[src/rtl/pipe_pkg.sv]
// Shared definitions for the elastic pipeline stage registers:
// EX/MEM control layout, data bundle offsets and skid-buffer states.
package pipe_pkg;

    // EX/MEM control bundle bit positions
    localparam int unsigned ESC_REG = 0;
    localparam int unsigned ESC_MEM = 1;
    localparam int unsigned JUMP    = 2;
    localparam int unsigned BRANCH  = 3;
    localparam int unsigned JALR    = 4;
    localparam int unsigned LW      = 5;

    localparam int unsigned CTRL_W_EXMEM      = 8;
    localparam logic [7:0]  CTRL_BUBBLE_EXMEM = 8'h00;

    // Data bundle field layout (32-bit fields, LSB first)
    localparam int unsigned FIELD_W     = 32;
    localparam int unsigned OFF_RS2     = 0;
    localparam int unsigned OFF_IMM_PC  = 32;
    localparam int unsigned OFF_PC_ADD4 = 64;
    localparam int unsigned OFF_ALU_OUT = 96;

    typedef enum logic [1:0] {
        SK_EMPTY = 2'd0,
        SK_ONE   = 2'd1,
        SK_TWO   = 2'd2
    } skid_state_t;

    // True when a control word cannot cause any architectural side effect.
    function automatic logic ctrl_is_noop(input logic [CTRL_W_EXMEM-1:0] c);
        return !(c[ESC_REG] | c[ESC_MEM] | c[JUMP] | c[BRANCH] | c[JALR] | c[LW]);
    endfunction

endpackage

[src/rtl/pipe_sat_counter.sv]
// Saturating up-counter; sticks at all-ones instead of wrapping.
module pipe_sat_counter #(
    parameter int unsigned CNT_W = 16
) (
    input  logic             clk,
    input  logic             reset,
    input  logic             inc,
    output logic [CNT_W-1:0] count
);

    always_ff @(posedge clk or posedge reset) begin
        if (reset) begin
            count <= '0;
        end else if (inc && (count != '1)) begin
            count <= count + 1'b1;
        end
    end

endmodule

[src/rtl/pipe_stage_elastic.sv]
// Parametrised valid/ready pipeline stage register with hold, flush,
// optional skid buffer and saturating stall/flush debug counters.
module pipe_stage_elastic
    import pipe_pkg::*;
#(
    parameter int unsigned        DATA_W      = 128,
    parameter int unsigned        CTRL_W      = 8,
    parameter logic [CTRL_W-1:0]  CTRL_BUBBLE = CTRL_W'(CTRL_BUBBLE_EXMEM),
    parameter int unsigned        SKID        = 1,
    parameter int unsigned        CNT_W       = 16
) (
    input  logic              clk,
    input  logic              reset,
    input  logic              flush,
    input  logic              hold,
    input  logic              in_valid,
    output logic              in_ready,
    input  logic [DATA_W-1:0] in_data,
    input  logic [CTRL_W-1:0] in_ctrl,
    output logic              out_valid,
    input  logic              out_ready,
    output logic [DATA_W-1:0] out_data,
    output logic [CTRL_W-1:0] out_ctrl,
    output logic [CNT_W-1:0]  stall_cnt,
    output logic [CNT_W-1:0]  flush_cnt
);

    logic              head_valid;
    logic [DATA_W-1:0] head_data;
    logic [CTRL_W-1:0] head_ctrl;
    logic              accept;
    logic              send;

    assign accept = in_valid & in_ready;
    assign send   = out_valid & out_ready;

    // Hold masks the head beat; invalid heads always present the bubble.
    assign out_valid = head_valid & ~hold;
    assign out_ctrl  = out_valid ? head_ctrl : CTRL_BUBBLE;
    assign out_data  = head_data;

    generate
        if (SKID == 0) begin : g_single
            logic              valid_q;
            logic [DATA_W-1:0] data_q;
            logic [CTRL_W-1:0] ctrl_q;

            always_ff @(posedge clk or posedge reset) begin
                if (reset) begin
                    valid_q <= 1'b0;
                    data_q  <= '0;
                    ctrl_q  <= CTRL_BUBBLE;
                end else if (flush) begin
                    valid_q <= 1'b0;
                    data_q  <= '0;
                    ctrl_q  <= CTRL_BUBBLE;
                end else if (accept) begin
                    valid_q <= 1'b1;
                    data_q  <= in_data;
                    ctrl_q  <= in_ctrl;
                end else if (send) begin
                    valid_q <= 1'b0;
                end
            end

            assign in_ready   = (~valid_q | out_ready) & ~hold;
            assign head_valid = valid_q;
            assign head_data  = data_q;
            assign head_ctrl  = ctrl_q;

        end else begin : g_skid
            skid_state_t       state_q;
            skid_state_t       state_d;
            logic              in_ready_q;
            logic [DATA_W-1:0] main_data;
            logic [CTRL_W-1:0] main_ctrl;
            logic [DATA_W-1:0] skid_data;
            logic [CTRL_W-1:0] skid_ctrl;
            logic              ld_main_in;
            logic              ld_main_skid;
            logic              ld_skid;
            logic              clr;

            always_ff @(posedge clk or posedge reset) begin
                if (reset) begin
                    state_q    <= SK_EMPTY;
                    in_ready_q <= 1'b1;
                end else begin
                    state_q    <= state_d;
                    in_ready_q <= (state_d != SK_TWO);
                end
            end

            // accept/send are already zero under hold, so hold needs no branch here.
            always_comb begin
                state_d      = state_q;
                ld_main_in   = 1'b0;
                ld_main_skid = 1'b0;
                ld_skid      = 1'b0;
                clr          = 1'b0;
                if (flush) begin
                    state_d = SK_EMPTY;
                    clr     = 1'b1;
                end else begin
                    unique case (state_q)
                        SK_EMPTY: begin
                            if (accept) begin
                                state_d    = SK_ONE;
                                ld_main_in = 1'b1;
                            end
                        end
                        SK_ONE: begin
                            if (accept && send) begin
                                ld_main_in = 1'b1;
                            end else if (accept) begin
                                state_d = SK_TWO;
                                ld_skid = 1'b1;
                            end else if (send) begin
                                state_d = SK_EMPTY;
                            end
                        end
                        SK_TWO: begin
                            if (send) begin
                                state_d      = SK_ONE;
                                ld_main_skid = 1'b1;
                            end
                        end
                        default: state_d = SK_EMPTY;
                    endcase
                end
            end

            always_ff @(posedge clk or posedge reset) begin
                if (reset) begin
                    main_data <= '0;
                    main_ctrl <= CTRL_BUBBLE;
                    skid_data <= '0;
                    skid_ctrl <= CTRL_BUBBLE;
                end else if (clr) begin
                    main_data <= '0;
                    main_ctrl <= CTRL_BUBBLE;
                    skid_data <= '0;
                    skid_ctrl <= CTRL_BUBBLE;
                end else begin
                    if (ld_main_in) begin
                        main_data <= in_data;
                        main_ctrl <= in_ctrl;
                    end else if (ld_main_skid) begin
                        main_data <= skid_data;
                        main_ctrl <= skid_ctrl;
                    end
                    if (ld_skid) begin
                        skid_data <= in_data;
                        skid_ctrl <= in_ctrl;
                    end
                end
            end

            assign in_ready   = in_ready_q & ~hold;
            assign head_valid = (state_q != SK_EMPTY);
            assign head_data  = main_data;
            assign head_ctrl  = main_ctrl;
        end
    endgenerate

    // The skid entry is only ever valid behind a valid main entry.
    pipe_sat_counter #(.CNT_W(CNT_W)) u_stall_cnt (
        .clk   (clk),
        .reset (reset),
        .inc   (hold | (out_valid & ~out_ready)),
        .count (stall_cnt)
    );

    pipe_sat_counter #(.CNT_W(CNT_W)) u_flush_cnt (
        .clk   (clk),
        .reset (reset),
        .inc   (flush & head_valid),
        .count (flush_cnt)
    );

endmodule

[config.mk]
export PLATFORM = sky130hd
export DESIGN_NAME = pipe_stage_elastic
export DESIGN_NICKNAME = d
export VERILOG_FILES = /design/src/rtl/pipe_pkg.sv /design/src/rtl/pipe_sat_counter.sv /design/src/rtl/pipe_stage_elastic.sv
export SDC_FILE = /design/constraint.sdc
export NUM_CORES = 1
export LEC_CHECK = 0
export BUFFER_PORTS_ARGS = -buffer_cell sky130_fd_sc_hd__buf_2
export CAP_MARGIN = 20
export CORE_MARGIN = 2
export CORE_UTILIZATION = 43
export DETAILED_ROUTE_END_ITERATION = 12
export PLACE_DENSITY = 0.67
export SLEW_MARGIN = 20
export SYNTH_ARGS = -nofsm -noshare
export SYNTH_HDL_FRONTEND = slang
export SYNTH_HIERARCHICAL = 1
export SYNTH_SLANG_ARGS = --single-unit
[constraint.sdc]
create_clock -name clk -period 12.5 [get_ports clk]
set_input_delay 2.5 -clock clk [delete_from_list [all_inputs] [get_ports clk]]
set_output_delay 2.5 -clock clk [all_outputs]
set_load 0.005 [all_outputs]
==> results.cfg, run 1 <==
[status]
status = complete, no violations

[clock_network]
cts_buffers = 34
clkLatencyLatePin_ns = 0.50
cts_setup_buffers = 0
htree_levels = 2
cts_tree = yes
cts_resized = 0
ctsHoldBuffers = 0
clkTransAtPathRegs_ns = 0.06
cts_root_buffer = clkbuf_16
clockBufferDepth = 3
cts.sinks = 307

[timing]
setup_viol = 0
period_share_pct = 48.7
hold_viol_final = 0
slew_viol_final = 0
finClkSkew_ns = 0.00778
max-slew-margin-rel_pct = 25.8
period_minus_slack_ns = 6.09
worst_slew_pin_slew_ns = 1.11
fmax_mhz = 164
holdWs_ns = 0.520
rsz0062_at_grt = no
setup_tns_ns = 0

[logic_synthesis]
ys_ff_latch = 307
synth_edf_count = 0
ys_seq_area_share_pct = 55.0
async_flop_share_pct = 100
yosys-mux-area-fraction_pct = 0.465
syn-mean-instance-area_um2 = 9.19
synth_area_mm2 = 0.0140
synth_ff_type = dfrtp_1
synth_nets = 1665
yosys.area_share.xor_xnor_pct = 1.44
synthAdderAreaFrac_pct = 0.179
synth_compound_area_share_pct = 15.7
yosys_warnings = 6
synthCells = 1521
synth_cell_type_count = 39
synth_top_family_by_area = simple AND/OR/NAND/NOR gates
yosys.area_share.simple_pct = 22.7

[global_route]
grt_max_degree = 128
grt_overflow_total = 0
grt_pass1_vias = 11400
gr-usage-all-layers_pct = 22.0
grt_first_pass_wirelength_mm = 60.7
antenna_found_initial = 7

[routing]
postRouteAntennaNets = 0
drt-pass1-iter-count = 5
route.detailed.drc = 0
viasPerCell = 5.32
vias = 11900
wirelength_mm = 38.0
drt_iter0_drc = 889
wl_per_cell_um = 17.0

[setup_path]
end_kind = output pin
path_cells = buf_2, nor2_1, and2_1, buf_2
crit_top_cell = buf_2
slowest_stage = nor2_1
critical_path_arrival_ns = 3.59
crit_family = simple AND/OR/NAND/NOR gates
required_ns = 10.00
critPathKind = in -> out
path_max_fanout = 9
max_stage_delay_ns = 0.62
startpoint_type = primary input
worst-path-buf-inv = 2

[floorplanning]
core_mm2 = 0.0323
dieWidth_um = 184
die_area_mm2 = 0.0340
ioPinCount = 312
initial_core_util_pct = 43.3
die_h_um = 184
fp-row-count = 66

[layout]
fillers = 3021
final_cell_mix = 559 x nand2_1, 310 x buf_2, 306 x dfrtp_1
synthToLayoutAreaGrowth_pct = 20.3
nNetsFinal = 1904
final_core_util_pct = 52.1
final_common_cell = nand2_1
drive_gt1_share_pct = 24.8

[placed_design]
dp_hpwl_mm = 23.0
io_buffers = 311
place_congestion = 0.843

[power]
power_leakage_uw = 0.00765
power_uw = 2390
ir_worst_vdd_v = 0.000111
power_density_mw_per_mm2 = 142

[hold_path]
hp-class = reg -> reg

[job]
timing.max_cap.violations = 0
-- where the power goes --
part	switching (uW)	internal [uW]
Combinational	152	106
Clock	404	636
Sequential	47.7	1050
Total	603	1790
-- state kept, by name, summed over array words and instances, names as in the netlist --
| name | cells |
|---|---|
| g_skid.skid_ctrl | 8 |
| g_skid.skid_data | 128 |
| g_skid.state_q | 2 |
| g_skid.in_ready_q | 1 |
| u_stall_cnt/count | 16 |
| out_data | 128 |
| u_flush_cnt/count | 16 |
| g_skid.main_ctrl | 8 |
-- synthesized netlist by cell type, types with 4 or more instances --
master	number	area [um^2]
nor2_1	146	548
clkbuf_1	40	150
xnor2_1	23	201
inv_1	5	18.8
and3_1	9	56.3
a21oi_1	140	701
nand2_1	559	2100
and4_1	6	52.6
buf_6	7	78.8
a311oi_1	95	832
buf_1	5	18.8
nand4_1	10	62.6
buf_4	9	67.6
mux2_2	4	45.0
dfrtp_1	306	7660
and2_1	10	62.6
nand3_1	15	75.1
buf_2	60	300
a311oi_2	41	616
-- area by class of cell --
class / instances / area [um^2] / share of cell area, %
Sequential cell: 307 / 7680 / 45.7
Clock buffer: 51 / 1040 / 6.16
Antenna cell: 7 / 17.5 / 0.104
Clock inverter: 10 / 135 / 0.804
Tap cell: 442 / 553 / 3.29
Multi-Input combinational cell: 1088 / 5700 / 33.9
Inverter: 5 / 26.3 / 0.156
Timing Repair Buffer: 324 / 1670 / 9.92
-- cell families (layout without fill, tap and decap cells) --
group           Yosys count  in the layout
compound gates          282            282
xor+xnor                 23             23
other cells               0              7
buf+inv                 126            390
mux                       6              6
flops                   307            307
simple gates            775            775
fa+ha+maj                 2              2
-- layer usage --
layer  track usage, %  wire length, um  vias up
met5                0               21        -
met2             34.3            17500      352
li1                 -                -     5630
met1             29.7            16600     5834
met3             5.69             2670       72
met4             7.74             1180        4
-- tightest hold or removal path, delay by kind of cell, from the launching register on --
kind | cells | cell delay, ns
compound gates | 1 | 0.05
simple gates | 1 | 0.06
flops | 1 | 0.37
-- worst paths after layout --
check / slack, ns / start / cells after the start / end
min in group asynchronous: 2.14 / reset / 2 / u_flush_cnt/count[7]
max: 6.41 / hold / 4 / out_ctrl[7]
max reg2reg: 9.19 / g_skid.state_q[1] / 6 / out_data[46]
min: 0.52 / g_skid.skid_ctrl[3] / 2 / g_skid.skid_ctrl[3]
max in group asynchronous: 8.89 / reset / 3 / out_data[39]
min reg2reg: 0.52 / g_skid.skid_ctrl[3] / 2 / g_skid.skid_ctrl[3]
-- stage by stage --
stage | instances | setup slack [ns] | cell area, um^2
after global routing | 2232 | 6.35 | 16800
after floorplan | 1521 | 2.42 | 14000
after detailed placement | 2166 | 6.39 | 15600
after CTS | 2227 | 6.39 | 16800
final | 2234 | 6.41 | 16800
after global placement | 2166 | 6.39 | 15600
Power figures use the tool's default switching activity.
==> inputs of run 2 (changes only) <==
--- a/config.mk
+++ b/config.mk
@@ -5,12 +5,13 @@
 export SDC_FILE = /design/constraint.sdc
 export NUM_CORES = 1
 export LEC_CHECK = 0
+export ABC_AREA = 1
 export BUFFER_PORTS_ARGS = -buffer_cell sky130_fd_sc_hd__buf_2
 export CAP_MARGIN = 20
 export CORE_MARGIN = 2
 export CORE_UTILIZATION = 43
 export DETAILED_ROUTE_END_ITERATION = 12
-export PLACE_DENSITY = 0.67
+export PLACE_DENSITY = 0.66
 export SLEW_MARGIN = 20
 export SYNTH_ARGS = -nofsm -noshare
 export SYNTH_HDL_FRONTEND = slang
==> constraint.sdc (replaced) <==
create_clock -name clk -period 6 [get_ports clk]
set_input_delay 1.2 -clock clk [delete_from_list [all_inputs] [get_ports clk]]
set_output_delay 1.2 -clock clk [all_outputs]
set_load 0.005 [all_outputs]
==> results.cfg, run 2 <==
[layout]
nNetsFinal = 2238
synthToLayoutAreaGrowth_pct = 20.1
fillers = 3176
drive_gt1_share_pct = 20.7
fin_cells = 2574
final_common_cell = nand2_1
final_cell_mix = 666 x nand2_1, 311 x buf_2, 306 x dfrtp_1

[logic_synthesis]
synth_ff_type = dfrtp_1
yosysMostFrequentCell = nand2_1
synth_cell_type_count = 27
synth_top_area_share_pct = 51.9
yosysTopAreaCell = dfrtp_1
synthCells = 1832
syn-mean-instance-area_um2 = 8.05
synth_edf_count = 0
ys_ff_latch = 307
ys_seq_area_share_pct = 52.1
synth_area_leaders = dfrtp_1 52%, nand2_1 17%, nand3b_1 6.4%, nand3_1 5.3%, inv_1 5.0%
synth_nets = 1976
ys_top_cells_by_count = 666 x nand2_1, 306 x dfrtp_1, 197 x inv_1
async_flop_share_pct = 100
yosys_warnings = 6
synth_area_mm2 = 0.0147

[clock_network]
cts_resized = 0
cts.sinks = 307
htree_levels = 2
cts_setup_buffers = 0
cts_buffers = 35
cts_tree = yes
clockBufferDepth = 3
cts_root_buffer = clkbuf_16
clkTransAtPathRegs_ns = 0.06
ctsHoldBuffers = 0
clkLatencyLatePin_ns = 0.51

[setup_path]
path_max_fanout = 91
crit_top_cell = nand2_1
path_cells = buf_2, inv_2, nand3_2, nand2_4, nand2_4, nand2_1, nor2_4, buf_4, nand2_1, nand2_1
critPathKind = in -> reg
max_stage_delay_ns = 0.75
startpoint_type = primary input
end_kind = flop
required_ns = 6.45
slowest_stage = buf_4
critical_path_arrival_ns = 3.80

[routing]
drt_iter0_drc = 961
drt-pass1-iter-count = 7
viasPerCell = 4.99
route.detailed.drc = 0
vias = 12900
postRouteAntennaNets = 0
wl_per_cell_um = 15.7
wirelength_mm = 40.4

[floorplanning]
fp-row-count = 67
core_mm2 = 0.0336
initial_core_util_pct = 43.9
dieWidth_um = 189
ioPinCount = 312
die_h_um = 189
die_area_mm2 = 0.0358

[timing]
rsz0062_at_grt = no
slew_viol_final = 0
fmax_mhz = 298
setup_viol = 0
period_share_pct = 55.9
max-slew-margin-rel_pct = 29.4
period_minus_slack_ns = 3.36
worst_slew_pin_slew_ns = 1.06
setup_tns_ns = 0
finClkSkew_ns = 0.0115
hold_viol_final = 0

[global_route]
gr-usage-all-layers_pct = 22.5
grt_pass1_vias = 12400
grt_overflow_total = 0
grt_max_degree = 150
grt_first_pass_wirelength_mm = 65.8
antenna_found_initial = 9

[placed_design]
dp_hpwl_mm = 26.0
dpl.cell_count = 2503
io_buffers = 311
place_congestion = 0.858

[job]
timing.max_cap.violations = 0

[status]
status = complete, no violations

[power]
power_density_mw_per_mm2 = 335
ir_worst_vdd_v = 0.000189
power_leakage_uw = 0.00962

[hold_path]
hp-class = reg -> reg
[run 2: cell types whose count changed in the layout (fill, tap and decap cells not counted), sizes merged, moves of 10 or more]
cell	delta
a21oi	-139
nand4	+11
a311oi	-136
and3	-11
nor2	-89
o21ai	+157
xnor2	-19
nand2	+122
inv	+195
and2	-10
nand3b	+125
nand3	+144
[run 2: power by group]
part	internal [uW]	switching [uW]
combinational	430	991
sequential	2280	157
clock	1230	840
[run 2: path summary, 6_finish.rpt]
kind / start / slack [ns] / end / depth (start not counted)
max in group asynchronous: reset / 4.01 / g_skid.skid_data[117] / 4
min in group asynchronous: reset / 0.68 / g_skid.skid_data[96] / 2
hold / removal: out_data[8] / 0.47 / out_data[8] / 2
hold reg to reg: out_data[8] / 0.47 / out_data[8] / 2
setup reg to reg: g_skid.state_q[0] / 2.84 / out_data[70] / 10
setup / recovery: hold / 2.64 / out_data[70] / 10
[run 2: through the flow]
step                worst slack [ns]  hold WS (ns)  total power [uW]  instance area [um^2]  util, %
finish                          2.64         0.470              5930                 17700     52.7
global route                    2.39         0.496              6270                 17700     52.7
CTS                             2.50         0.477              5990                 17600     52.5
detailed placement              2.01         0.460              3900                 16500     49.2
global placement                2.17         0.459              3860                 16500     49.1
floorplan                       1.16         0.449              3430                 14800        -
[run 2: logic make-up (layout without fill, tap and decap cells)]
kind of cell	after synthesis	count (layout)	share of synthesized area, %
other cells	0	7	0
buf+inv	305	592	8.57
simple gates	1050	1050	32.9
compound gates	160	160	5.75
xor+xnor	8	8	0.475
flops	307	307	52.1
fa+ha+maj	2	2	0.170
[run 2: critical path: cells and delay by family]
kind | cells | cell delay [ns]
and+or+nand+nor | 7 | 1.57
buffers and inverters | 3 | 0.91
[run 2: final cells by class]
cell class	count	area [um^2]	share of cell area [%]
Antenna cell	7	17.5	0.0989
Clock buffer	56	1080	6.07
Clock inverter	6	45.0	0.254
Inverter	201	758	4.28
Multi-Input combinational cell	1220	5820	32.9
Sequential cell	307	7680	43.4
Tap cell	448	561	3.16
Timing Repair Buffer	329	1750	9.88
[run 2: per-layer routing]
metal | vias up | global-route usage, % | wire length (um)
met4 | 6 | 6.40 | 977
met5 | - | 0 | 31
met3 | 64 | 4.21 | 2960
met1 | 6094 | 32.4 | 18400
met2 | 404 | 34.9 | 18100
li1 | 6287 | - | -
==> inputs of run 3 (changes only) <==
--- a/config.mk
+++ b/config.mk
@@ -11,7 +11,7 @@
 export CORE_MARGIN = 2
 export CORE_UTILIZATION = 43
 export DETAILED_ROUTE_END_ITERATION = 12
-export PLACE_DENSITY = 0.66
+export PLACE_DENSITY = 0.69
 export SLEW_MARGIN = 20
 export SYNTH_ARGS = -nofsm -noshare
 export SYNTH_HDL_FRONTEND = slang
==> constraint.sdc (replaced) <==
create_clock -name clk -period 3.05 [get_ports clk]
set_input_delay 0.61 -clock clk [delete_from_list [all_inputs] [get_ports clk]]
set_output_delay 0.61 -clock clk [all_outputs]
set_load 0.005 [all_outputs]
==> results.cfg, run 3 (synthesis gave the netlist of run 2 again) <==
[status]
status = complete, no violations

[layout]
drive_gt1_share_pct = 21.3
multi_input_area_mm2 = 0.00581
fillers = 3138
fin_cells = 2583
final_cell_mix = 666 x nand2_1, 311 x buf_2, 306 x dfrtp_1
final_common_cell = nand2_1
synthToLayoutAreaGrowth_pct = 21.8
ff_latch_area_mm2 = 0.00768
nNetsFinal = 2244
final_core_util_pct = 53.4

[timing]
hold_viol_final = 0
max-slew-margin-rel_pct = 33.4
fmax_mhz = 432
setup_viol = 0
rsz0062_at_grt = no
period_minus_slack_ns = 2.32
period_share_pct = 76.0
slew_viol_final = 0
worst_slew_pin_slew_ns = 1.00
finClkSkew_ns = 0.0150

[clock_network]
ctsHoldBuffers = 0
cts_buffers = 36
cts_tree = yes
htree_levels = 2
cts_setup_buffers = 0
clkTransAtPathRegs_ns = 0.06
cts_resized = 0
cts.sinks = 307
clockBufferDepth = 3
cts_root_buffer = clkbuf_16
clkLatencyLatePin_ns = 0.53

[global_route]
gr-usage-all-layers_pct = 23.1
grt_first_pass_wirelength_mm = 67.4
antenna_found_initial = 15
grt_max_degree = 137
grt_overflow_total = 0
grt_pass1_vias = 13200

[floorplanning]
core_mm2 = 0.0336
die_h_um = 189
initial_core_util_pct = 43.9
die_area_mm2 = 0.0358
dieWidth_um = 189
ioPinCount = 312
fp-row-count = 67

[power]
power_leakage_uw = 0.00974
ir_worst_vdd_v = 0.000602
power_density_mw_per_mm2 = 684

[placed_design]
dp_hpwl_mm = 25.7
io_buffers = 311
place_congestion = 0.887
dpl.cell_count = 2510

[routing]
postRouteAntennaNets = 0
drt_iter0_drc = 952
viasPerCell = 5.12
vias = 13200
wirelength_mm = 40.7
drt-pass1-iter-count = 6
route.detailed.drc = 0
wl_per_cell_um = 15.8

[setup_path]
startpoint_type = flop
slowest_stage = dfrtp_1
crit_path_start = g_skid.state_q[0]
max_stage_delay_ns = 0.43
path_max_fanout = 9
critPathKind = reg -> out
path_cells = inv_1, nand2_2, nand2_1, nor2_1, buf_2
end_kind = output pin
required_ns = 2.44
r2r_start = g_skid.state_q[0]
critical_path_arrival_ns = 1.71

[job]
timing.max_cap.violations = 0

[hold_path]
hp-class = in -> async
[run 3: cell count changes in the layout (fill, tap and decap cells not counted), sizes merged]
cell and change:
bufinv +6, clkinv +5, clkinvlp +2, clkbuf -10
inv +1, buf +5
[run 3: cell type report]
| type | count | area share (%) |
|---|---|---|
| sequential | 307 | 42.8 |
| clock inverter | 20 | 1.46 |
| tap | 448 | 3.12 |
| clock buffer | 46 | 5.62 |
| antenna | 7 | 0.0975 |
| inverter | 201 | 4.22 |
| multi-input combinational | 1220 | 32.4 |
| timing repair buffer | 334 | 10.3 |
[run 3: worst paths after layout]
kind	depth (start not counted)	slack, ns	to
max	5	0.73	out_ctrl[2]
min	2	0.11	out_data[110]
max reg2reg	9	0.84	out_data[18]
min reg2reg	2	0.47	out_data[74]
max in group asynchronous	3	1.89	g_skid.skid_data[46]
min in group clk	3	0.31	g_skid.skid_data[58]
[run 3: worst max-delay path, delay by kind of cell, from the launching register on]
family / cells / cell delay (ns)
DFF: 1 / 0.43
buffers and inverters: 2 / 0.25
and+or+nand+nor: 3 / 0.50
[run 3: stage by stage]
stage	area, um^2	power, uW	TNS, ns	worst slack [ns]	hold slack, ns
floorplan	14800	6740	-328.09	-1.20	0.449
global placement	16700	7650	0	0.805	0.458
detailed placement	16700	7740	0	0.725	0.460
CTS	17900	12400	0	0.732	0.103
global route	18000	13000	0	0.583	0.119
finish	18000	12300	0	0.733	0.113
[run 3: metal layers]
layer,vias to the layer above,GRT usage (%),routed length [um]
met2,494,36.3,18400
met5,-,0,77
li1,6300,-,-
met4,12,6.40,871
met3,73,6.36,3620
met1,6356,31.6,17700
[run 3: power breakdown]
group          switching (uW)  internal (uW)  total (uW)
logic                    1980            905        2890
clock network            1740           2860        4600
registers                 309           4480        4790
